--- config.mk ---
export PLATFORM = sky130hd
export DESIGN_NAME = mult_div_ctrl_flat
export DESIGN_NICKNAME = d
export VERILOG_FILES = /design/src/rtl/mult_div_pkg.sv /design/src/rtl/mult_div_if.sv /design/src/rtl/mult_div_core.sv /design/src/rtl/mult_div_ctrl.sv /design/src/flat_wrapper.sv
export SDC_FILE = /design/constraint.sdc
export NUM_CORES = 1
export LEC_CHECK = 0
export ABC_CLOCK_PERIOD_IN_PS = 6100
export BUFFER_PORTS_ARGS = -buffer_cell sky130_fd_sc_hd__buf_2
export CAP_MARGIN = 20
export CORE_ASPECT_RATIO = 0.5
export CORE_UTILIZATION = 65
export DETAILED_ROUTE_END_ITERATION = 12
export PLACE_DENSITY = 0.86
export SYNTH_ARGS = -nofsm -noshare
export SYNTH_HDL_FRONTEND = slang
export SYNTH_SLANG_ARGS = --single-unit
--- constraint.sdc ---
create_clock -name clk -period 6.1 [get_ports clk]
set_input_delay 0.61 -clock clk [delete_from_list [all_inputs] [get_ports clk]]
set_output_delay 0.61 -clock clk [all_outputs]
set_load 0.01 [all_outputs]
--- src/rtl/mult_div_pkg.sv ---
// -----------------------------------------------------------------------------
// mult_div_pkg
// Shared types and constants for the Hi/Lo multiply/divide sequencer.
//   state_t   : controller states (IDLE, MULT, DIV, FIX, DONE)
//   mode_t    : which iteration the datapath performs (multiply or divide)
//   DEF_WIDTH : default operand width
//   DEF_CNT_W : iteration counter width for DEF_WIDTH
//   cnt_width : iteration counter width for an arbitrary operand width
// -----------------------------------------------------------------------------
package mult_div_pkg;

    localparam int DEF_WIDTH = 32;
    localparam int DEF_CNT_W = $clog2(DEF_WIDTH) + 1;

    typedef enum logic [2:0] {
        IDLE,
        MULT,
        DIV,
        FIX,
        DONE
    } state_t;

    typedef enum logic {
        MODE_MULT,
        MODE_DIV
    } mode_t;

    // The counter must hold the value WIDTH itself, hence the extra bit.
    function automatic int cnt_width(input int w);
        return $clog2(w) + 1;
    endfunction

endpackage

--- src/rtl/mult_div_if.sv ---
// -----------------------------------------------------------------------------
// mult_div_if
// Start/operand/result bundle between the CPU main control FSM and the Hi/Lo
// multiply/divide sequencer.
//   mult_start, div_start : one-cycle start pulses from the control FSM
//   op_a, op_b            : operands (register A / register B outputs)
//   op_unsigned           : multu/divu select, present only when the
//                           MULT_DIV_UNSIGNED_EN macro is defined
//   busy, done, div_zero  : status back to the control FSM
//   hilo_write            : Hi/Lo update strobe
//   hi_out, lo_out        : Hi and Lo register contents
// Modports: master = control FSM side, slave = sequencer side.
// -----------------------------------------------------------------------------
interface mult_div_if
    import mult_div_pkg::*;
#(
    parameter int WIDTH = DEF_WIDTH
);

    logic             mult_start;
    logic             div_start;
    logic [WIDTH-1:0] op_a;
    logic [WIDTH-1:0] op_b;
`ifdef MULT_DIV_UNSIGNED_EN
    logic             op_unsigned;
`endif
    logic             busy;
    logic             done;
    logic             div_zero;
    logic             hilo_write;
    logic [WIDTH-1:0] hi_out;
    logic [WIDTH-1:0] lo_out;

`ifdef MULT_DIV_UNSIGNED_EN
    modport master (
        output mult_start, div_start, op_a, op_b, op_unsigned,
        input  busy, done, div_zero, hilo_write, hi_out, lo_out
    );
    modport slave (
        input  mult_start, div_start, op_a, op_b, op_unsigned,
        output busy, done, div_zero, hilo_write, hi_out, lo_out
    );
`else
    modport master (
        output mult_start, div_start, op_a, op_b,
        input  busy, done, div_zero, hilo_write, hi_out, lo_out
    );
    modport slave (
        input  mult_start, div_start, op_a, op_b,
        output busy, done, div_zero, hilo_write, hi_out, lo_out
    );
`endif

endinterface

--- src/rtl/mult_div_core.sv ---
// -----------------------------------------------------------------------------
// mult_div_core
// Iteration datapath for the Hi/Lo sequencer: a 2*WIDTH accumulator
// {hi, lo}, an operand register, a shift-add multiplier step, a restoring
// divider step and a final sign-fix step. Works on magnitudes only; the
// controller decides what to load and which results to negate.
// Ports:
//   clk, reset    : clock, asynchronous active-low reset
//   load          : acc <= {0, load_lo}, operand <= load_opnd
//   step          : one multiply or divide iteration, selected by mode
//   fix           : negate results (mult: whole product on neg_lo;
//                   div: lo on neg_lo, hi on neg_hi)
//   mode          : MODE_MULT or MODE_DIV
//   load_lo       : multiplier (mult) or dividend (div) magnitude
//   load_opnd     : multiplicand (mult) or divisor (div) magnitude
//   hi, lo        : accumulator halves (product / remainder:quotient)
// -----------------------------------------------------------------------------
module mult_div_core
    import mult_div_pkg::*;
#(
    parameter int WIDTH = DEF_WIDTH
) (
    input  logic             clk,
    input  logic             reset,
    input  logic             load,
    input  logic             step,
    input  logic             fix,
    input  mode_t            mode,
    input  logic             neg_hi,
    input  logic             neg_lo,
    input  logic [WIDTH-1:0] load_lo,
    input  logic [WIDTH-1:0] load_opnd,
    output logic [WIDTH-1:0] hi,
    output logic [WIDTH-1:0] lo
);

    logic [2*WIDTH-1:0] acc;
    logic [WIDTH-1:0]   opnd;

    logic [WIDTH:0]     mult_sum;
    logic [2*WIDTH-1:0] mult_next;
    logic [WIDTH:0]     div_shift;
    logic [WIDTH-1:0]   div_diff;
    logic               div_fits;
    logic [2*WIDTH-1:0] div_next;
    logic [2*WIDTH-1:0] fix_next;

    assign hi = acc[2*WIDTH-1:WIDTH];
    assign lo = acc[WIDTH-1:0];

    // Multiply: add the multiplicand into hi when the multiplier LSB is set,
    // then shift {carry, hi, lo} right one place. The multiplier bits are
    // consumed from lo as the product bits fill in from the top.
    assign mult_sum  = {1'b0, hi} + (lo[0] ? {1'b0, opnd} : '0);
    assign mult_next = {mult_sum, lo[WIDTH-1:1]};

    // Divide: shift {rem, quo} left, trial-subtract the divisor. When the
    // shifted remainder has its top bit set it exceeds any WIDTH-bit divisor,
    // and the true difference is below 2^WIDTH, so a WIDTH-bit subtract is
    // exact whenever the trial succeeds.
    assign div_shift = {hi, lo[WIDTH-1]};
    assign div_diff  = div_shift[WIDTH-1:0] - opnd;
    assign div_fits  = div_shift[WIDTH] | (div_shift[WIDTH-1:0] >= opnd);
    assign div_next  = div_fits ? {div_diff, lo[WIDTH-2:0], 1'b1}
                                : {div_shift[WIDTH-1:0], lo[WIDTH-2:0], 1'b0};

    always_comb begin
        fix_next = acc;
        if (mode == MODE_MULT) begin
            if (neg_lo) fix_next = -acc;
        end else begin
            fix_next = {(neg_hi ? -hi : hi), (neg_lo ? -lo : lo)};
        end
    end

    always_ff @(posedge clk or negedge reset) begin
        if (!reset) begin
            acc  <= '0;
            opnd <= '0;
        end else if (load) begin
            acc  <= {{WIDTH{1'b0}}, load_lo};
            opnd <= load_opnd;
        end else if (step) begin
            acc  <= (mode == MODE_DIV) ? div_next : mult_next;
        end else if (fix) begin
            acc  <= fix_next;
        end
    end

endmodule

--- src/rtl/mult_div_ctrl.sv ---
// -----------------------------------------------------------------------------
// mult_div_ctrl
// Sequencer for the CPU Hi/Lo multiply/divide resource. Takes start pulses
// from the main control FSM, runs WIDTH iterations in mult_div_core, fixes
// the signs, then writes Hi/Lo. Divide by zero skips the iterations and
// reports div_zero with done, leaving Hi/Lo untouched.
// Ports:
//   clk   : system clock, rising edge
//   reset : asynchronous active-low reset; abandons any operation
//   bus   : mult_div_if.slave (starts, operands, status, Hi/Lo)
// Optional: MULT_DIV_UNSIGNED_EN adds bus.op_unsigned (multu/divu), sampled
// with the start pulse; when set, no magnitude or negation is applied.
//
// State | Meaning
// ------+----------------------------------------------------------
// IDLE  | waiting for mult_start / div_start
// MULT  | one shift-add step per cycle, counter WIDTH..1
// DIV   | one restoring step per cycle, counter WIDTH..1
// FIX   | negate magnitude results according to the latched signs
// DONE  | done pulse; Hi/Lo written at the end of this cycle unless div_zero
// -----------------------------------------------------------------------------
module mult_div_ctrl
    import mult_div_pkg::*;
#(
    parameter int WIDTH = DEF_WIDTH
) (
    input logic       clk,
    input logic       reset,
    mult_div_if.slave bus
);

    localparam int CNT_W = cnt_width(WIDTH);

    state_t           state;
    state_t           state_nxt;
    logic [CNT_W-1:0] cnt;
    mode_t            mode;
    logic             res_sign;
    logic             rem_sign;
    logic             zero_flag;
    logic [WIDTH-1:0] hi_reg;
    logic [WIDTH-1:0] lo_reg;

    logic             uns;
    logic             a_sign;
    logic             b_sign;
    logic [WIDTH-1:0] a_mag;
    logic [WIDTH-1:0] b_mag;

    logic             take_mult;
    logic             take_div;
    logic             take_dz;
    logic             core_load;
    logic             core_step;
    logic             core_fix;
    logic [WIDTH-1:0] core_hi;
    logic [WIDTH-1:0] core_lo;

`ifdef MULT_DIV_UNSIGNED_EN
    assign uns = bus.op_unsigned;
`else
    assign uns = 1'b0;
`endif

    // Unsigned magnitudes: |-2^(WIDTH-1)| = 2^(WIDTH-1) fits without overflow.
    assign a_sign = bus.op_a[WIDTH-1] & ~uns;
    assign b_sign = bus.op_b[WIDTH-1] & ~uns;
    assign a_mag  = a_sign ? -bus.op_a : bus.op_a;
    assign b_mag  = b_sign ? -bus.op_b : bus.op_b;

    always_comb begin
        state_nxt = state;
        take_mult = 1'b0;
        take_div  = 1'b0;
        take_dz   = 1'b0;
        core_load = 1'b0;
        core_step = 1'b0;
        core_fix  = 1'b0;
        case (state)
            IDLE: begin
                if (bus.mult_start) begin
                    take_mult = 1'b1;
                    core_load = 1'b1;
                    state_nxt = MULT;
                end else if (bus.div_start) begin
                    if (bus.op_b == '0) begin
                        take_dz   = 1'b1;
                        state_nxt = DONE;
                    end else begin
                        take_div  = 1'b1;
                        core_load = 1'b1;
                        state_nxt = DIV;
                    end
                end
            end
            MULT, DIV: begin
                core_step = 1'b1;
                if (cnt == CNT_W'(1)) state_nxt = FIX;
            end
            FIX: begin
                core_fix  = 1'b1;
                state_nxt = DONE;
            end
            DONE: begin
                state_nxt = IDLE;
            end
            default: begin
                state_nxt = IDLE;
            end
        endcase
    end

    always_ff @(posedge clk or negedge reset) begin
        if (!reset) begin
            state <= IDLE;
        end else begin
            state <= state_nxt;
        end
    end

    always_ff @(posedge clk or negedge reset) begin
        if (!reset) begin
            cnt       <= '0;
            mode      <= MODE_MULT;
            res_sign  <= 1'b0;
            rem_sign  <= 1'b0;
            zero_flag <= 1'b0;
        end else if (take_mult) begin
            cnt       <= CNT_W'(WIDTH);
            mode      <= MODE_MULT;
            res_sign  <= a_sign ^ b_sign;
            rem_sign  <= 1'b0;
            zero_flag <= 1'b0;
        end else if (take_div) begin
            cnt       <= CNT_W'(WIDTH);
            mode      <= MODE_DIV;
            res_sign  <= a_sign ^ b_sign;
            rem_sign  <= a_sign;
            zero_flag <= 1'b0;
        end else if (take_dz) begin
            cnt       <= '0;
            mode      <= MODE_DIV;
            res_sign  <= 1'b0;
            rem_sign  <= 1'b0;
            zero_flag <= 1'b1;
        end else if (core_step) begin
            cnt       <= cnt - CNT_W'(1);
        end
    end

    always_ff @(posedge clk or negedge reset) begin
        if (!reset) begin
            hi_reg <= '0;
            lo_reg <= '0;
        end else if (state == DONE && !zero_flag) begin
            hi_reg <= core_hi;
            lo_reg <= core_lo;
        end
    end

    // Multiplicand/divisor goes to the operand register; multiplier/dividend
    // is shifted through lo.
    mult_div_core #(
        .WIDTH     (WIDTH)
    ) u_core (
        .clk       (clk),
        .reset     (reset),
        .load      (core_load),
        .step      (core_step),
        .fix       (core_fix),
        .mode      (mode),
        .neg_hi    ((mode == MODE_DIV) ? rem_sign : res_sign),
        .neg_lo    (res_sign),
        .load_lo   (take_div ? a_mag : b_mag),
        .load_opnd (take_div ? b_mag : a_mag),
        .hi        (core_hi),
        .lo        (core_lo)
    );

    assign bus.busy       = (state == MULT) || (state == DIV) || (state == FIX);
    assign bus.done       = (state == DONE);
    assign bus.div_zero   = (state == DONE) && zero_flag;
    assign bus.hilo_write = (state == DONE) && !zero_flag;
    assign bus.hi_out     = hi_reg;
    assign bus.lo_out     = lo_reg;

endmodule

--- src/flat_wrapper.sv ---
// flat-port wrapper written by rule: the top's interface ports become plain ports
module mult_div_ctrl_flat import mult_div_pkg::*;
#(
    parameter int WIDTH = DEF_WIDTH
)
  (clk, reset, bus_mult_start, bus_div_start, bus_op_a, bus_op_b, bus_busy, bus_done, bus_div_zero, bus_hilo_write, bus_hi_out, bus_lo_out);
  mult_div_if #(.WIDTH(WIDTH)) bus_i ();
  input logic clk;
  input logic reset;
  input wire logic [$bits(bus_i.mult_start)-1:0] bus_mult_start;
  input wire logic [$bits(bus_i.div_start)-1:0] bus_div_start;
  input wire logic [$bits(bus_i.op_a)-1:0] bus_op_a;
  input wire logic [$bits(bus_i.op_b)-1:0] bus_op_b;
  output wire logic [$bits(bus_i.busy)-1:0] bus_busy;
  output wire logic [$bits(bus_i.done)-1:0] bus_done;
  output wire logic [$bits(bus_i.div_zero)-1:0] bus_div_zero;
  output wire logic [$bits(bus_i.hilo_write)-1:0] bus_hilo_write;
  output wire logic [$bits(bus_i.hi_out)-1:0] bus_hi_out;
  output wire logic [$bits(bus_i.lo_out)-1:0] bus_lo_out;
  assign bus_i.mult_start = bus_mult_start;
  assign bus_i.div_start = bus_div_start;
  assign bus_i.op_a = bus_op_a;
  assign bus_i.op_b = bus_op_b;
  assign bus_busy = bus_i.busy;
  assign bus_done = bus_i.done;
  assign bus_div_zero = bus_i.div_zero;
  assign bus_hilo_write = bus_i.hilo_write;
  assign bus_hi_out = bus_i.hi_out;
  assign bus_lo_out = bus_i.lo_out;
  mult_div_ctrl #(.WIDTH(WIDTH)) u_core (.clk(clk), .reset(reset), .bus(bus_i));
endmodule
After elaboration in Yosys (flattened, before gate mapping)
Index checks and enable logic that the tools add are counted.
{"block": "totals", "rom_bits": 0, "word_cells": 94, "regBits": 173, "n_memories": 0, "out_inout_bits": 68, "latch_bits": 0, "in_bits": 68, "ramBits": 0}
{"block": "op_classes", "shift": 0, "add_sub_neg": 8, "n_lt_le_gt_ge": 1, "div_mod_pow": 0, "n_mul": 0, "reduce_logical": 16, "n_bitwise": 2, "n_eq_ne": 8, "muxes": 48}
{"cell": "64-bit 2-to-1 mux", "count": 7}
{"cell": "32-bit 2-to-1 mux", "count": 7}
{"cell": "32-bit negator", "count": 4}
{"cell": "64-bit negator", "count": 1}
{"cell": "32-bit by 33-bit adder with 33-bit output", "count": 1}
{"cell": "32-bit >= comparator", "count": 1}
{"cell": "32-bit logical NOT", "count": 1}
{"cell": "32-bit subtractor", "count": 1}
{"cell": "1-bit 2-to-1 mux", "count": 25}
{"cell": "6-bit 2-to-1 mux", "count": 4}
{"cell": "3-bit 2-to-1 mux", "count": 4}
{"cell": "3-bit case mux with 3 select lines", "count": 1}
{"cell": "3-bit nonzero test", "count": 3}
{"cell": "4-bit nonzero test", "count": 2}
{"cell": "3-bit by 2-bit equality test with 1-bit output, second input constant", "count": 2}
{"cell": "6-bit by 1-bit equality test with 1-bit output, second input constant", "count": 1}
{"cell": "6-bit by 1-bit subtractor with 6-bit output, second input constant", "count": 1}
{"cell": "4-bit by 1-bit != test with 1-bit output, second input constant", "count": 1}
{"cell": "2-bit AND reduction", "count": 2}
{"cell": "3-bit by 1-bit equality test with 1-bit output, second input constant", "count": 1}
{"cell": "3-bit equality test, second input constant", "count": 1}
{"cell": "3-bit logical NOT", "count": 1}
{"cell": "3-bit != test, second input constant", "count": 1}
{"cell": "3-bit AND reduction", "count": 1}
{"cell": "other kinds (7)", "count": 9}

Longest topological paths before layout
{"block": "logic_depth", "word_depth": 8, "mapped_depth": 14, "ltp_nobuf": 13}

By module
Synthesis repeated with hierarchy kept, for this count alone.
{"block": "unflattened", "hier_cells": 1764, "hier_area_um2": 14976.9}
{"mod": "mult_div_core", "seq_area_each_um2": 2402.3, "area_per_inst_um2": 9740.6, "n_inst": 1, "cells_each": 1278}
{"mod": "mult_div_ctrl", "seq_area_each_um2": 1926.8, "area_per_inst_um2": 5236.3, "n_inst": 1, "cells_each": 486}

Least setup slack after synthesis
Ideal clock, no wire load.
{"block": "synth_timing", "path_kind": "input to register", "start": "in bus_op_b[0]", "end": "reg u_core.u_core.acc[20]", "path_buffers": 4, "setup_ps": 132, "required_time_ps": 5968, "path_stages": 13, "setup_slack_ps": 2507, "arrival_time_ps": 3461, "cell_sequence": "inv_1 ha_1 or3b_2 or4b_4 or3_1 buf_2 or3_4 and3_1 buf_6 buf_6 buf_2 o211ai_1 o21ai_1"}
{"block": "synth_via", "elab_chain_cells": 7, "word_cells_on_any_way": 14, "classes_between": "add/sub: 1; mux: 9; reduce/logical: 4"}
{"element": "start: declaration", "line_no": "flat_wrapper.sv:13", "source": "input wire logic [$bits(bus_i.op_b)-1:0] bus_op_b;"}
{"element": "parallel branches: the longest is 7 deep, another holds 32-bit negator"}
{"element": "end signal: assignment", "line_no": "mult_div_core.sv:81", "source": "acc <= {{WIDTH{1'b0}}, load_lo};"}
{"element": "end signal: assignment", "line_no": "mult_div_core.sv:84", "source": "acc <= (mode == MODE_DIV) ? div_next : mult_next;"}
{"element": "end signal: assignment", "line_no": "mult_div_core.sv:86", "source": "acc <= fix_next;"}
{"element": "end: declaration", "line_no": "mult_div_core.sv:37", "source": "logic [2*WIDTH-1:0] acc;"}
Parallel ways; which one is timed is not known.
A chain may end at the register's enable or synchronous reset.

Worst setup path after layout
{"block": "layout_timing", "start": "reg u_core.u_core.opnd[12]", "end": "reg u_core.u_core.acc[63]"}
{"block": "layout_via", "elab_chain_cells": 6, "word_cells_on_any_way": 9, "classes_between": "add/sub: 2; order compare: 1; mux: 5; bitwise: 1"}
{"element": "start: declaration", "line_no": "mult_div_core.sv:38", "source": "logic [WIDTH-1:0] opnd;"}
{"element": "start signal: assignment", "line_no": "mult_div_core.sv:82", "source": "opnd <= load_opnd;"}
{"element": "32-bit >= comparator", "line_no": "mult_div_core.sv:63", "source": "assign div_fits = div_shift[WIDTH] | (div_shift[WIDTH-1:0] >= opnd);"}
{"element": "1-bit bitwise OR", "line_no": "mult_div_core.sv:63"}
{"element": "64-bit 2-to-1 mux", "line_no": "mult_div_core.sv:64", "source": "assign div_next = div_fits ? {div_diff, lo[WIDTH-2:0], 1'b1}"}
{"element": "64-bit 2-to-1 mux *", "line_no": "mult_div_core.sv:84"}
{"element": "64-bit 2-to-1 mux *", "line_no": "mult_div_core.sv:83", "source": "end else if (step) begin"}
{"element": "64-bit 2-to-1 mux *", "line_no": "mult_div_core.sv:80", "source": "end else if (load) begin"}
Every way passes the cells marked *; elsewhere a longest branch is shown, timed or not.

==> flow_metrics.tcl <==
set metrics [dict create \
    avgSynthCellArea_um2 7.88 \
    final-hold-violation-count 0 \
    synthFlopType "dfrtp_1" \
    n_antenna_cell 0 \
    pin_count 136 \
    clock_latency_ns 0.47 \
    drt_iter0_drc 2080 \
    grt_max_degree 90 \
    total_power_w 0.00461 \
    seq_area_mm2 0.00433 \
    ctsResizeCount 0 \
    start_kind "flop" \
    p_per_area_mw_per_mm2 281 \
    cts_hold_buffers 0 \
    synth_edf_count 0 \
    cp.arrival_ns 4.34 \
    dp.final_hpwl_mm 35.3 \
    fin_crit_sh_pct 66.1 \
    wl_mm 49.1 \
    yosysSeqAreaShare_pct 28.7 \
    cts_num_sinks 173 \
    grt_pass1_wl_mm 77.2 \
    final_cell_mix "223 x nand2_1, 176 x o21ai_0, 175 x nor2_1, 172 x dfrtp_1, 157 x a21oi_1" \
    grt_overflow 0 \
    synthArstFlopShare_pct 100 \
    final_nets 2106 \
    cts.clk_slew.worst_paths_ns 0.07 \
    setup_viol_count_final 0 \
    finClkSkew_ns 0.0146 \
    crit_type "reg2reg" \
    clock_path_buffers 2 \
    multi_input_area_mm2 0.0101 \
    fill_cells 1745 \
    maxCapViolations 0 \
    dieArea_mm2 0.0238 \
    placed_cell_area_mm2 0.0158 \
    htree_levels 4 \
    period_needed_ns 4.03 \
    cts_tree "yes" \
    vias_per_cell 6.85 \
    synth_nets 2052 \
    power.leakage_nw 7.29 \
    relSlewSlack_pct 24.2 \
    numCtsBuffers 17 \
    status "complete, no violations" \
    dieWidth_um 217 \
    drv_slew 0 \
    coreArea_mm2 0.0222 \
    synth.cell_area_mm2 0.0151 \
    rr_worst_depth 11 \
    die_h_um 110 \
    post-cts-setup-buffers 0 \
    syn_to_final_growth_pct 8.81 \
    tightest_slew_ns 1.13 \
    wl_per_cell_um 21.5 \
    design_area_mm2 0.0164 \
    ys_types 81 \
    fmax_mhz 248 \
    ant_nets 0 \
    antenna_found_initial 2 \
    hold_class "in2async" \
    critical_path_required_ns 6.41 \
    drc 0 \
    io_buffers 135 \
    gp_congestion 0.996 \
    final_common_cell "nand2_1" \
    yosysWarnings 0 \
    tns_ns 0 \
    vias 15600 \
    rsz0062_at_grt "false" \
    layout-drive-gt1-share_pct 14.9 \
    worst_ir_drop_vdd_mv 0.182 \
    initial_core_util_pct 67.9 \
    synthCells 1912 \
    first_global_vias 14100 \
    crit_fanout 7 \
    grtUsageTotal_pct 42.3 \
    ys_ff_latch 173 \
    drt_pass1_iterations 6 \
    endpoint_kind "flop" \
    std_cell_rows 38 \
    cts_root_buffer "clkbuf_16" \
]
==> logic make-up (layout without fill, tap and decap cells) <==
group	after synthesis	after routing	share of synthesized area (%)
flip-flops	173	173	28.7
AO/OA/AOI/OAI	607	607	24.9
adder cells (fa/ha/maj)	72	72	6.08
AND/OR/NAND/NOR	660	660	21.0
buffers and inverters	177	244	4.79
XOR/XNOR	117	117	6.85
multiplexers	106	106	7.66
==> metal layers <==
| metal | track usage [%] | share of wire [%] | vias to the layer above |
|---|---|---|---|
| li1 | - | - | 7097 |
| met1 | 57.3 | 41 | 7379 |
| met2 | 64.3 | 43 | 980 |
| met3 | 11.1 | 12 | 160 |
| met4 | 17.8 | 3.9 | 0 |
| met5 | 0 | 0 | - |
==> through the flow <==
stage | worst slack [ns] | util (%) | hold slack [ns] | std cells
after global routing | 1.92 | 73.9 | 0.270 | 2279
after global placement | 1.85 | 71.1 | 0.468 | 2247
final | 2.07 | 73.9 | 0.205 | 2279
after CTS | 2.20 | 73.9 | 0.242 | 2279
after detailed placement | 1.77 | 71.1 | 0.485 | 2247
after floorplan | 2.51 | - | 0.314 | 1912
==> worst max-delay path, stage by stage, from the launching register on <==
cell and delay [ns]:
dfrtp_1 0.40, inv_1 0.25, ha_1 0.37, a21o_1 0.21
a221o_1 0.36, a22o_1 0.22, a21o_1 0.17, a211oi_1 0.56
o31ai_1 0.28, mux2i_1 0.17, a2111oi_0 0.71, o41ai_1 0.16
==> worst paths after layout <==
kind                                                          from                           endpoint  slack [ns]
worst max-delay path            u_core.u_core.opnd[12]$_DFFE_PN0N_  u_core.u_core.acc[63]$_DFFE_PN0P_        2.07
worst min-delay path                                         reset  u_core.bus.hi_out[16]$_DFFE_PN0P_        0.20
worst max register to register  u_core.u_core.opnd[12]$_DFFE_PN0N_  u_core.u_core.acc[63]$_DFFE_PN0P_        2.07
worst min register to register    u_core.bus.hi_out[8]$_DFFE_PN0P_   u_core.bus.hi_out[8]$_DFFE_PN0P_        0.50
max in group asynchronous                                    reset            u_core.mode$_DFFE_PN0P_        4.66
min in group clk                                    bus_mult_start            u_core.mode$_DFFE_PN0P_        0.40
==> state kept, by name, indices dropped and copies added, names as in the netlist, 3 cells and up <==
| register | flops |
|---|---|
| u_core.bus.lo_out | 32 |
| u_core.cnt | 6 |
| u_core.bus.hi_out | 32 |
| u_core.state | 3 |
| u_core.u_core.acc | 64 |
| u_core.u_core.opnd | 32 |
==> where the power goes <==
group | internal [W] | switching, W
Combinational | 0.000724 | 0.00101
Clock | 0.000621 | 0.000553
Sequential | 0.00129 | 0.000411
==> synthesized netlist by cell type (17+ instances only) <==
cell	n	area, um2
nand2_1	223	837
o21ai_0	176	881
nor2_1	175	657
dfrtp_1	173	4330
a21oi_1	158	791
clkbuf_1	90	338
mux2_2	75	845
ha_1	70	876
xor2_1	70	613
inv_1	60	225
nor3_1	49	245
xnor2_1	46	403
nand3_1	45	225
mux2i_1	31	310
a31oi_1	29	181
or3_1	29	181
a21o_1	27	203
a211oi_1	26	195
o211ai_1	25	188
o31ai_1	23	173
o22ai_1	20	125
o221ai_1	19	166
nand2b_1	17	106
==> final cells by class <==
class / count / area share (%)
Inverter: 61 / 1.40
Sequential cell: 173 / 26.4
Multi-Input combinational cell: 1562 / 61.3
Clock buffer: 18 / 2.62
Clock inverter: 14 / 1.06
Timing Repair Buffer: 151 / 4.89
Tap cell: 300 / 2.29
Note: power is estimated with default switching activity, not from simulation.
